## src/rtl/customized_div_seq_if.sv

```systemverilog
// customized_div_seq_if: operand/result handshake bundle for the sequential float divider.
interface customized_div_seq_if #(
    parameter int MA = 23,
    parameter int MB = 23,
    parameter int MR = 23
);
    logic          in_valid;
    logic          in_ready;
    logic [MA+8:0] dividend;
    logic [MB+8:0] divisor;
    logic          out_valid;
    logic          out_ready;
    logic [MR+8:0] result;
    logic          div_by_zero;

    modport master (
        output in_valid, dividend, divisor, out_ready,
        input  in_ready, out_valid, result, div_by_zero
    );

    modport slave (
        input  in_valid, dividend, divisor, out_ready,
        output in_ready, out_valid, result, div_by_zero
    );
endinterface

```

## src/rtl/customized_div_seq.sv

```systemverilog
// customized_div_seq: multi-cycle restoring divider for custom-width floats, truncating result.
module customized_div_seq #(
    parameter int montissa_len_dividend = 23,
    parameter int montissa_len_divisor  = 23,
    parameter int montissa_len_result   = 23
) (
    input logic clk,
    input logic rst,
    customized_div_seq_if.slave bus
);
    localparam int MA = montissa_len_dividend;
    localparam int MB = montissa_len_divisor;
    localparam int MR = montissa_len_result;
    localparam int W  = (MA > MB ? MA : MB) + 1;
    localparam int CW = $clog2(MR + 2);

    typedef enum logic [1:0] {IDLE, DIV, NORM, DONE} state_t;

    state_t        state;
    logic          sign;
    logic          a_zero;
    logic          b_zero;
    logic [7:0]    ea;
    logic [7:0]    eb;
    logic [W:0]    rem;
    logic [W-1:0]  b;
    logic [MR+1:0] q;
    logic [CW-1:0] cnt;

    logic [W-1:0]  a_init;
    logic [W-1:0]  b_init;
    logic          ge;
    logic [W-1:0]  diff;
    logic [7:0]    e_norm;
    logic [MR-1:0] m_norm;

    // Mantissas are left-aligned so both operands share the same binary point.
    always_comb begin
        a_init = W'({1'b1, bus.dividend[MA-1:0]}) << (W - 1 - MA);
        b_init = W'({1'b1, bus.divisor[MB-1:0]}) << (W - 1 - MB);
        ge     = rem >= {1'b0, b};
        diff   = ge ? W'(rem - {1'b0, b}) : rem[W-1:0];
        e_norm = q[MR+1] ? ea - eb + 8'd127 : ea - eb + 8'd126;
        m_norm = q[MR+1] ? q[MR:1] : q[MR-1:0];
    end

    always_ff @(posedge clk) begin
        if (rst) begin
            state           <= IDLE;
            bus.in_ready    <= 1'b1;
            bus.out_valid   <= 1'b0;
            bus.result      <= '0;
            bus.div_by_zero <= 1'b0;
            cnt             <= '0;
            sign            <= 1'b0;
            a_zero          <= 1'b0;
            b_zero          <= 1'b0;
            ea              <= '0;
            eb              <= '0;
            rem             <= '0;
            b               <= '0;
            q               <= '0;
        end else begin
            case (state)
                IDLE: if (bus.in_valid) begin
                    sign         <= bus.dividend[MA+8] ^ bus.divisor[MB+8];
                    ea           <= bus.dividend[MA+7:MA];
                    eb           <= bus.divisor[MB+7:MB];
                    a_zero       <= bus.dividend[MA+7:0] == '0;
                    b_zero       <= bus.divisor[MB+7:0] == '0;
                    rem          <= {1'b0, a_init};
                    b            <= b_init;
                    q            <= '0;
                    cnt          <= '0;
                    bus.in_ready <= 1'b0;
                    state        <= DIV;
                end
                DIV: begin
                    rem <= {diff, 1'b0};
                    q   <= {q[MR:0], ge};
                    cnt <= cnt + 1'b1;
                    if (cnt == CW'(MR + 1))
                        state <= NORM;
                end
                NORM: begin
                    bus.result      <= b_zero ? {sign, 8'hFF, MR'(0)} :
                                       a_zero ? {sign, 8'h00, MR'(0)} : {sign, e_norm, m_norm};
                    bus.div_by_zero <= b_zero;
                    bus.out_valid   <= 1'b1;
                    state           <= DONE;
                end
                DONE: if (bus.out_ready) begin
                    bus.out_valid <= 1'b0;
                    bus.in_ready  <= 1'b1;
                    state         <= IDLE;
                end
            endcase
        end
    end
endmodule

```

## src/flat_wrapper.sv

```systemverilog
// flat-port wrapper written by rule: the top's interface ports become plain ports
module customized_div_seq_flat 
#(
    parameter int montissa_len_dividend = 23,
    parameter int montissa_len_divisor  = 23,
    parameter int montissa_len_result   = 23
)
  (clk, rst, bus_in_valid, bus_dividend, bus_divisor, bus_out_ready, bus_in_ready, bus_out_valid, bus_result, bus_div_by_zero);
  customized_div_seq_if #(.MA(23), .MB(23), .MR(23)) bus_i ();
  input logic clk;
  input logic rst;
  input wire logic [$bits(bus_i.in_valid)-1:0] bus_in_valid;
  input wire logic [$bits(bus_i.dividend)-1:0] bus_dividend;
  input wire logic [$bits(bus_i.divisor)-1:0] bus_divisor;
  input wire logic [$bits(bus_i.out_ready)-1:0] bus_out_ready;
  output wire logic [$bits(bus_i.in_ready)-1:0] bus_in_ready;
  output wire logic [$bits(bus_i.out_valid)-1:0] bus_out_valid;
  output wire logic [$bits(bus_i.result)-1:0] bus_result;
  output wire logic [$bits(bus_i.div_by_zero)-1:0] bus_div_by_zero;
  assign bus_i.in_valid = bus_in_valid;
  assign bus_i.dividend = bus_dividend;
  assign bus_i.divisor = bus_divisor;
  assign bus_i.out_ready = bus_out_ready;
  assign bus_in_ready = bus_i.in_ready;
  assign bus_out_valid = bus_i.out_valid;
  assign bus_result = bus_i.result;
  assign bus_div_by_zero = bus_i.div_by_zero;
  customized_div_seq #(.montissa_len_dividend(montissa_len_dividend), .montissa_len_divisor(montissa_len_divisor), .montissa_len_result(montissa_len_result)) u_core (.clk(clk), .rst(rst), .bus(bus_i));
endmodule
```

## config.mk

```make
export PLATFORM = sky130hd
export DESIGN_NAME = customized_div_seq_flat
export DESIGN_NICKNAME = d
export VERILOG_FILES = /design/src/rtl/customized_div_seq_if.sv /design/src/rtl/customized_div_seq.sv /design/src/flat_wrapper.sv
export SDC_FILE = /design/constraint.sdc
export NUM_CORES = 1
export LEC_CHECK = 0
export CELL_PAD_IN_SITES_DETAIL_PLACEMENT = 1
export CELL_PAD_IN_SITES_GLOBAL_PLACEMENT = 1
export CORE_ASPECT_RATIO = 1.25
export CORE_MARGIN = 8
export CORE_UTILIZATION = 41
export CTS_CLUSTER_DIAMETER = 50
export CTS_CLUSTER_SIZE = 25
export DETAILED_ROUTE_END_ITERATION = 7
export PLACE_DENSITY_LB_ADDON = 0.1
export SLEW_MARGIN = 5
export SYNTH_ARGS = -nofsm -noshare
export SYNTH_HDL_FRONTEND = slang
export SYNTH_SLANG_ARGS = --single-unit
```

## constraint.sdc

```tcl
create_clock -name clk -period 4.17 [get_ports clk]
set_clock_uncertainty 0.2 [all_clocks]
set_input_delay 0.834 -clock clk [delete_from_list [all_inputs] [get_ports clk]]
set_output_delay 0.834 -clock clk [all_outputs]
set_load 0.005 [all_outputs]
```

Word-level counts from Yosys, hierarchy flattened
Index checks and enable logic that the tools add are counted.
{ "op_classes": {"bitwise_logic": 1, "mux": 20, "n_eq_ne": 7, "magnitude_cmp": 1, "n_addsub": 5, "reduce_logical": 11} }
{ "ops": {"columns": ["cell", "n"], "rows": [
  ["$pmux 25 s2", 2],
  ["$logic_not 31->1", 2],
  ["$mux 31", 2],
  ["$mux 25", 2],
  ["$ge 25x24->1", 1],
  ["$mux 24", 1],
  ["$sub 24x24->24", 1],
  ["$mux 23", 1],
  ["$add 8x7->8 const B", 2],
  ["$pmux 5 s2", 1],
  ["$mux 8", 1],
  ["$pmux 2 s4", 1],
  ["$sub 8x8->8", 1],
  ["$mux 2", 3],
  ["$reduce_and 2->1", 3],
  ["$reduce_and 3->1", 2],
  ["$reduce_bool 2->1", 3],
  ["$add 5x1->5 const B", 1],
  ["$eq 5x5->1 const B", 1],
  ["$mux 5", 1],
  ["$eq 2x2->1 const B", 2],
  ["$ne 2x2->1 const B", 2],
  ["$pmux 1 s2", 2],
  ["$mux 1", 3],
  ["4 further kinds", 4]
]} }
{ "totals": {"register_bits": 135, "out_inout_bits": 35, "word_cells": 59, "input_bits": 68} }

Logic depth before layout (Yosys ltp)
Gate-level depths: netlist of run 1.
{ "depth": {"word_depth": 5, "depth_mapped": 14, "depth_no_buf": 13} }

Worst setup path after synthesis of run 1
No wires, ideal clock.
{ "synth_timing": {"path_type": "register to register", "startpoint": "register u_core.ea[0]", "endpoint": "register u_core.bus.result[30]", "synth_period_minus_slack_ns": 2.981, "required_time_ns": 3.839, "arrival_time_ns": 2.649, "setup_time_ns": 0.131, "path_buffers": 0, "slack_ns": 1.189, "path_stages_with_launch": 14, "path_cell_list": "dfxtp_1 > inv_1 > ha_1 > fa_1 > xnor2_1 > inv_1 > ha_1 > nand2_1 > o21ai_0 > o21bai_1 > nor4_1 > xnor3_1 > a21oi_1 > nor3_1"} }
{ "synth_between": {"elab_chain_cells": 5, "elab_cells_between_ends": 6, "classes_between": "add/sub (3); mux (3)"} }
{ "synth_rtl": {"columns": ["item", "line_no", "rtl"], "rows": [
  ["start, declared", "customized_div_seq.sv:23", "logic [7:0] ea;"],
  ["start signal, assigned", "customized_div_seq.sv:67", "ea <= bus.dividend[MA+7:MA];"],
  ["$sub 8x8->8 (*)", "customized_div_seq.sv:43", "e_norm = q[MR+1] ? ea - eb + 8'd127 : ea - eb + 8'd126;"],
  ["$add 8x7->8", "customized_div_seq.sv:43", null],
  ["$mux 8 (*)", "customized_div_seq.sv:43", null],
  ["$mux 31 (*)", "customized_div_seq.sv:87", "a_zero ? {sign, 8'h00, MR'(0)} : {sign, e_norm, m_norm};"],
  ["$mux 31 (*)", "customized_div_seq.sv:86", "bus.result <= b_zero ? {sign, 8'hFF, MR'(0)} :"],
  ["end signal, assigned", "customized_div_seq.sv:86", null],
  ["end, declared", "customized_div_seq_if.sv:23", "output in_ready, out_valid, result, div_by_zero"]
]} }
Every way passes the cells marked *; elsewhere a longest branch is shown, timed or not.
A chain may end at the register's enable or synchronous reset.

Worst setup path after layout of run 1
{ "layout_timing": {"startpoint": "register u_core.b[6]", "endpoint": "register u_core.rem[23]"} }
{ "layout_between": {"elab_chain_cells": 3, "elab_cells_between_ends": 4, "classes_between": "add/sub (1); order compare (1); mux (2)"} }
{ "layout_rtl": {"columns": ["item", "line_no", "rtl"], "rows": [
  ["start, declared", "customized_div_seq.sv:26", "logic [W-1:0] b;"],
  ["start signal, assigned", "customized_div_seq.sv:72", "b <= b_init;"],
  ["$sub 24x24->24 / $ge 25x24->1 (equally long branches)", "customized_div_seq.sv:42, customized_div_seq.sv:41", null],
  ["$mux 24 (*)", "customized_div_seq.sv:42", "diff = ge ? W'(rem - {1'b0, b}) : rem[W-1:0];"],
  ["$pmux 25 s2 (*)", "customized_div_seq.sv:64", "case (state)"],
  ["end signal, assigned", "customized_div_seq.sv:71", "rem <= {1'b0, a_init};"],
  ["end signal, assigned", "customized_div_seq.sv:79", "rem <= {diff, 1'b0};"],
  ["end, declared", "customized_div_seq.sv:25", "logic [W:0] rem;"]
]} }
Marks and branches as above.

==> reports/results.ini, run 1 <==
[pwr]
internal_power_uw=4140
power_uw=7570
leakage_uw=0.00358
clock_power_share_pct=19.7
powerDensity_nw_per_um2=812
switching_share_pct=45.3
power_frac_seq_pct=22.7
ir_drop_mv=0.332
p_comb_share_pct=57.6
switchingPower_uw=3430

[sta]
drv_slew=0
finalSetupViolCount=0
clock.fmax_mhz=293
tightest_slew_ns=0.882
finalCritPeriodShare_pct=81.9
hold_viol=0
tns_ns=0
maxSlewHeadroom_pct=41.2
period_minus_slack_ns=3.41
rsz0062_at_grt=no

[yosys]
ys.flop_type=dfxtp_1
synth_area_leader_cell=dfxtp_1
yosysUniqueCellTypes=67
synth_warnings=0
synth_edf_count=0
netlist_instances=950
netlist_area_um2=7610
postSynthAreaPerCell_um2=8.01
synth-seq-cells=135
synthArstFlopShare_pct=0
synth_nets=1060
synth_most_common_cell=dfxtp_1
synthTopCellsByArea=dfxtp_1, a21oi_1, ha_1, nor2_1, nand2_1
synth.top_cells.by_count=dfxtp_1, a21oi_1, nor2_1
yosysSeqAreaShare_pct=35.5
netlist.area_leader.share_pct=35.5

[routing]
vias_per_cell=5.48
totalWireLength_um=22900
wl_met2_um=12000
wl_met1_um=9620
wl_met3_um=885
drt.antenna.violating_nets=0
drc=0
drt_iter0_markers=307
num_vias=6987
post_drt_wl_per_cell_um=18.0
top_layer_used=met4
drt_pass1_iterations=4

[critical_path]
path_cells=inv_1, ha_1, a21oi_1, o21ai_0, a221oi_2, a31oi_2, nand2b_1, buf_4, or3_1, o211ai_1, nor2_1
worstPathArrival_ns=3.53
critPathSlowestCell=nand2b_1
cp_max_fo=14
cp-start-kind=flop
max_stage_delay_ns=0.58
path_class=flop to flop
endpoint_kind=flop
crit_required_ns=4.28

[placed_design]
dp_cells=1242
io_buffers=102
postPlaceCellArea_um2=8750
place_congestion=0.857
dp_hpwl_um=16500

[floorplanning]
initial_core_util_pct=41.9
ioPinCount=103
dieArea_um2=23200
fp-row-count=55
die-width_um=138
coreArea_um2=18200
die_y_um=168

[global_route]
antenna_found_initial=0
grt_max_degree=48
grt-ovfl-total=0
grt_pass1_vias=7534
grt_usage_pct=20.4
grt_pass1_wl_um=37800

[cts]
cts_hold_buf=0
cts_buffers=17
root_buffer=clkbuf_16
cts.sinks=135
cts_tree=done
htree_num_levels=4
insertion_delay_ns=0.42
cts_resized=0
cts_buffer_depth=2
post_cts_buffers=0
path_clk_slew_ns=0.07

[run]
drv_cap=0

[cells_and_area]
final_area_um2=9330
drive_gt1_share_pct=8.22
final_core_util_pct=51.3
finalNonFillerCells=1274
syn_to_final_growth_pct=22.7
n_antenna_cell=0
nNetsFinal=1143

[run_status]
status=completed

[min_path]
hp-class=flop to flop

## logic make-up (layout without fill, tap and decap cells)
| kind of cell | count (synthesis) | after routing | synth area share (%) |
|---|---|---|---|
| AND/OR/NAND/NOR | 365 | 365 | 22.2 |
| XOR/XNOR | 28 | 28 | 3.41 |
| AO/OA/AOI/OAI | 239 | 239 | 19.8 |
| multiplexers | 41 | 41 | 5.79 |
| flip-flops | 135 | 135 | 35.5 |
| buffers and inverters | 100 | 196 | 6.17 |
| adder cells (fa/ha/maj) | 42 | 42 | 7.11 |
## power groups by stage
| stage | sequential [µW] | clock, µW | combinational, µW |
|---|---|---|---|
| 5_1_grt | 1750 | 1580 | 4870 |
| 3_3_place_gp | 1740 | 0 | 4290 |
| 2_1_floorplan | 1690 | 0 | 3380 |
| 6_report | 1720 | 1490 | 4360 |
| 4_1_cts | 1720 | 1530 | 4390 |
| 3_5_place_dp | 1740 | 0 | 4330 |
## final timing paths
kind                 from        endpoint  slack (ns)  depth (start not counted)
max           u_core.b[6]  u_core.rem[23]        0.76                         11
min          u_core.b[20]    u_core.b[20]        0.26                          2
max reg2reg   u_core.b[6]  u_core.rem[23]        0.76                         11
min reg2reg  u_core.b[20]    u_core.b[20]        0.26                          2
## through the flow
step	setup WS, ns	hold slack, ns
6_report	0.756	0.255
5_1_grt	0.517	0.275
4_1_cts	0.702	0.258
3_5_place_dp	0.755	0.248
3_3_place_gp	0.774	0.243
2_1_floorplan	1.19	0.235
## worst max-delay path, delay by kind of cell (launching register included)
kind	cells	cell delay, ns
buffers and inverters	2	0.43
AO/OA/AOI/OAI	5	1.03
flip-flops	1	0.33
AND/OR/NAND/NOR	3	0.95
adder cells (fa/ha/maj)	1	0.36
## layout make-up
class                           instances  area [µm²]
Sequential cell                       135        2700
Tap cell                              228         285
Timing Repair Buffer                  118        1140
Multi-Input combinational cell        715        4450
Inverter                               46         173
Clock inverter                         15         158
Clock buffer                           17         425
Fill cell                            2198        8840
## layout by cell type (no fill, tap or decap), types with 4 or more instances in the layout
| cell type | count |
|---|---|
| dfxtp_1 | 135 |
| a21oi_1 | 120 |
| nor2_1 | 117 |
| nand2_1 | 110 |
| clkdlybuf4s50_1 | 101 |
| inv_1 | 46 |
| ha_1 | 40 |
| nor3_1 | 32 |
| nor2b_1 | 29 |
| a22oi_1 | 25 |
| mux2_2 | 24 |
| o21ai_0 | 22 |
| xnor2_1 | 19 |
| nor4_1 | 19 |
| mux2i_1 | 17 |
| clkbuf_16 | 17 |
| buf_4 | 17 |
| nand2b_1 | 14 |
| nand4_1 | 10 |
| a211o_1 | 10 |
| nand3_1 | 8 |
| xor2_1 | 8 |
| a211oi_1 | 7 |
| inv_6 | 7 |
| o211ai_1 | 6 |
| or3_1 | 6 |
| o21a_1 | 6 |
| a21o_1 | 4 |
| o21bai_1 | 4 |
| o31ai_1 | 4 |
## sequential cells by signal (all words and copies together) (netlist names)
register / count
u_core.bus.result: 32
u_core.rem: 25
u_core.q: 25
u_core.bus.out_valid: 1
u_core.b: 24
u_core.bus.in_ready: 1
u_core.b_zero: 1
u_core.ea: 8
u_core.a_zero: 1
u_core.sign: 1
u_core.bus.div_by_zero: 1
u_core.cnt: 5
u_core.state: 2
u_core.eb: 8
## routing by layer
| metal | track usage (%) | up-vias |
|---|---|---|
| li1 | - | 3493 |
| met1 | 22.7 | 3371 |
| met2 | 37.3 | 94 |
| met3 | 4.02 | 29 |
| met4 | 6.70 | 0 |
| met5 | 0 | - |
(Power assumes the default switching activity.)
==> run 2: changes to the inputs <==
--- a/config.mk
+++ b/config.mk
@@ -9,7 +9,7 @@
 export CELL_PAD_IN_SITES_GLOBAL_PLACEMENT = 1
 export CORE_ASPECT_RATIO = 1.25
 export CORE_MARGIN = 8
-export CORE_UTILIZATION = 41
+export CORE_UTILIZATION = 37
 export CTS_CLUSTER_DIAMETER = 50
 export CTS_CLUSTER_SIZE = 25
 export DETAILED_ROUTE_END_ITERATION = 7
==> constraint.sdc (replaced) <==
create_clock -name clk -period 2.8 [get_ports clk]
set_clock_uncertainty 0.2 [all_clocks]
set_input_delay 0.56 -clock clk [delete_from_list [all_inputs] [get_ports clk]]
set_output_delay 0.56 -clock clk [all_outputs]
set_load 0.005 [all_outputs]
==> reports/results.ini, run 2 (same netlist as run 1, synthesis figures left out) <==
[cells_and_area]
n_antenna_cell=0  ; unchanged
syn_to_final_growth_pct=37.2
nNetsFinal=1229  ; +7.5%
layout_common_cells=dfxtp_1, nor2_1, a21oi_1
final_area_um2=10400  ; +12%
largest_register=u_core.bus.result
ff_latch_area_um2=2710  ; +0.32%
largest_reg_flops=32  ; unchanged
mostFrequentLayoutCell=dfxtp_1
multiInputGateArea_um2=4790  ; +7.8%
reg_top3=u_core.bus.result x32, u_core.q x25, u_core.rem x25
nFillCells=2450  ; +11%
drive_gt1_share_pct=20.2  ; +12 points

[cts]
cts_hold_buf=0  ; unchanged
cts.sinks=135  ; unchanged
path_clk_slew_ns=0.07  ; about the same
cts_buffers=17  ; unchanged
cts_buffer_depth=2  ; unchanged
insertion_delay_ns=0.43  ; about the same
root_buffer=clkbuf_16
htree_num_levels=4  ; unchanged
cts_tree=done

[global_route]
antenna_found_initial=0  ; unchanged
grt_pass1_wl_um=40800  ; +7.9%
grt_max_degree=75  ; +56%
grt_usage_pct=20.3  ; -0.074 points
grt-ovfl-total=0  ; unchanged
grt_pass1_vias=7929  ; +5.2%

[critical_path]
path_class=flop to flop
cp-start-kind=flop
cp_max_fo=2  ; -12
path_cells=inv_2, ha_4, fa_2, xnor2_2, inv_1, ha_2, nand2_2, o21ai_2, o21bai_4, nor4_4, xnor3_1, a21oi_2, nor3_2
critPathSlowestCell=fa_2
worstPathArrival_ns=2.85  ; -0.68 ns
max_stage_delay_ns=0.39  ; -0.19 ns
cp-startpoint=u_core.ea[0]
crit_required_ns=2.91  ; -1.37 ns
r2r-start=u_core.ea[0]
endpoint_kind=flop

[pwr]
clock_power_share_pct=17.2  ; -2.5 points
leakage_uw=0.00409  ; +14%
powerDensity_nw_per_um2=1320  ; +62%
internal_power_uw=7800  ; +88%
power_frac_seq_pct=18.7  ; -4.0 points
ir_drop_mv=0.635  ; +91%
power_uw=13700  ; +81%
switching_share_pct=43.2  ; -2.1 points
switchingPower_uw=5930  ; +73%
p_comb_share_pct=64.1  ; +6.5 points

[floorplanning]
coreArea_um2=20200  ; +11%
initial_core_util_pct=37.7  ; -4.2 points
ioPinCount=103  ; unchanged
fp-row-count=58  ; +5.5%
dieArea_um2=25400  ; +9.6%
die_y_um=176  ; +4.8%
die-width_um=144  ; +4.7%

[routing]
num_vias=7350  ; +5.2%
drt_pass1_iterations=4  ; unchanged
drc=0  ; unchanged
post_drt_wl_per_cell_um=18.3  ; +1.6%
vias_per_cell=5.24  ; -4.4%
drt_iter0_markers=252  ; -18%
drt.antenna.violating_nets=0  ; unchanged
totalWireLength_um=25600  ; +12%

[placed_design]
io_buffers=102  ; unchanged
postPlaceCellArea_um2=9440  ; +7.9%
dp_hpwl_um=18100  ; +9.9%
place_congestion=0.837  ; -2.3%

[sta]
maxSlewHeadroom_pct=61.5  ; +20 points
finalSetupViolCount=0  ; unchanged
hold_viol=0  ; unchanged
period_minus_slack_ns=2.74  ; -0.669 ns
finalCritPeriodShare_pct=98.0  ; +16 points
drv_slew=0  ; unchanged
rsz0062_at_grt=yes
whs_ns=0.253  ; -0.00241 ns
clock.fmax_mhz=364  ; +24%
tightest_slew_ns=0.573  ; -0.309 ns

[min_path]
hp-class=flop to flop
hold_start=u_core.b[6]

[run_status]
status=completed

[run]
drv_cap=0  ; unchanged

[run 2: path summary, 6_finish.rpt]
| check | slack (ns) | to | depth (start not counted) |
|---|---|---|---|
| setup / recovery | 0.06 | u_core.bus.result[30] | 13 |
| setup reg to reg | 0.06 | u_core.bus.result[30] | 13 |
| hold / removal | 0.25 | u_core.b[6] | 2 |
| hold reg to reg | 0.25 | u_core.b[6] | 2 |
[run 2: per-layer routing]
layer	vias to the layer above	wire length, µm	global-route usage, %
met2	98	13500	37.5
met1	3558	10800	22.7
met4	0	631	6.78
li1	3661	-	-
met5	-	0	0
met3	33	757	3.81
[run 2: final cells by class]
cell class              count  share of cell area [%]
multi-input cells         715                    45.9
well taps                 270                    3.24
inverters                  46                    1.65
clock inverters            15                    1.70
flip-flops and latches    135                    26.0
repair buffers            204                    17.4
clock buffers              17                    4.08
[run 2: timing repair]
| action | 4_1_cts | 5_1_grt |
|---|---|---|
| setup buffers | 1 | 6 |
| pin swaps | 7 | 20 |
| endpoints found under the setup margin | 22 | 27 |
| gates resized for setup | 21 | 49 |
[run 2: power by group through the flow]
| stage | logic, µW | registers [µW] | clock network [µW] |
|---|---|---|---|
| 6_report | 8800 | 2570 | 2360 |
| 2_1_floorplan | 5060 | 2520 | 0 |
| 3_3_place_gp | 7710 | 2570 | 0 |
| 3_5_place_dp | 7790 | 2580 | 0 |
| 5_1_grt | 9660 | 2620 | 2480 |
| 4_1_cts | 8180 | 2550 | 2420 |
[run 2: critical path, delay by kind of cell, from the launching register on]
family          cells  cell delay [ns]
flops               1             0.34
buf+inv             2             0.12
compound gates      3             0.38
simple gates        3             0.38
fa+ha+maj           3             0.72
xor+xnor            2             0.47
[run 2: through the flow]
step	utilization, %	instances	worst slack [ns]	setup TNS (ns)
after floorplan	-	950	0.0662	0
after global placement	46.8	1364	-0.0647	-0.158
after detailed placement	46.8	1364	-0.146	-0.891
after CTS	50.5	1397	0.00581	0
after global routing	51.7	1402	-0.0693	-0.179
final	51.7	1402	0.0554	0
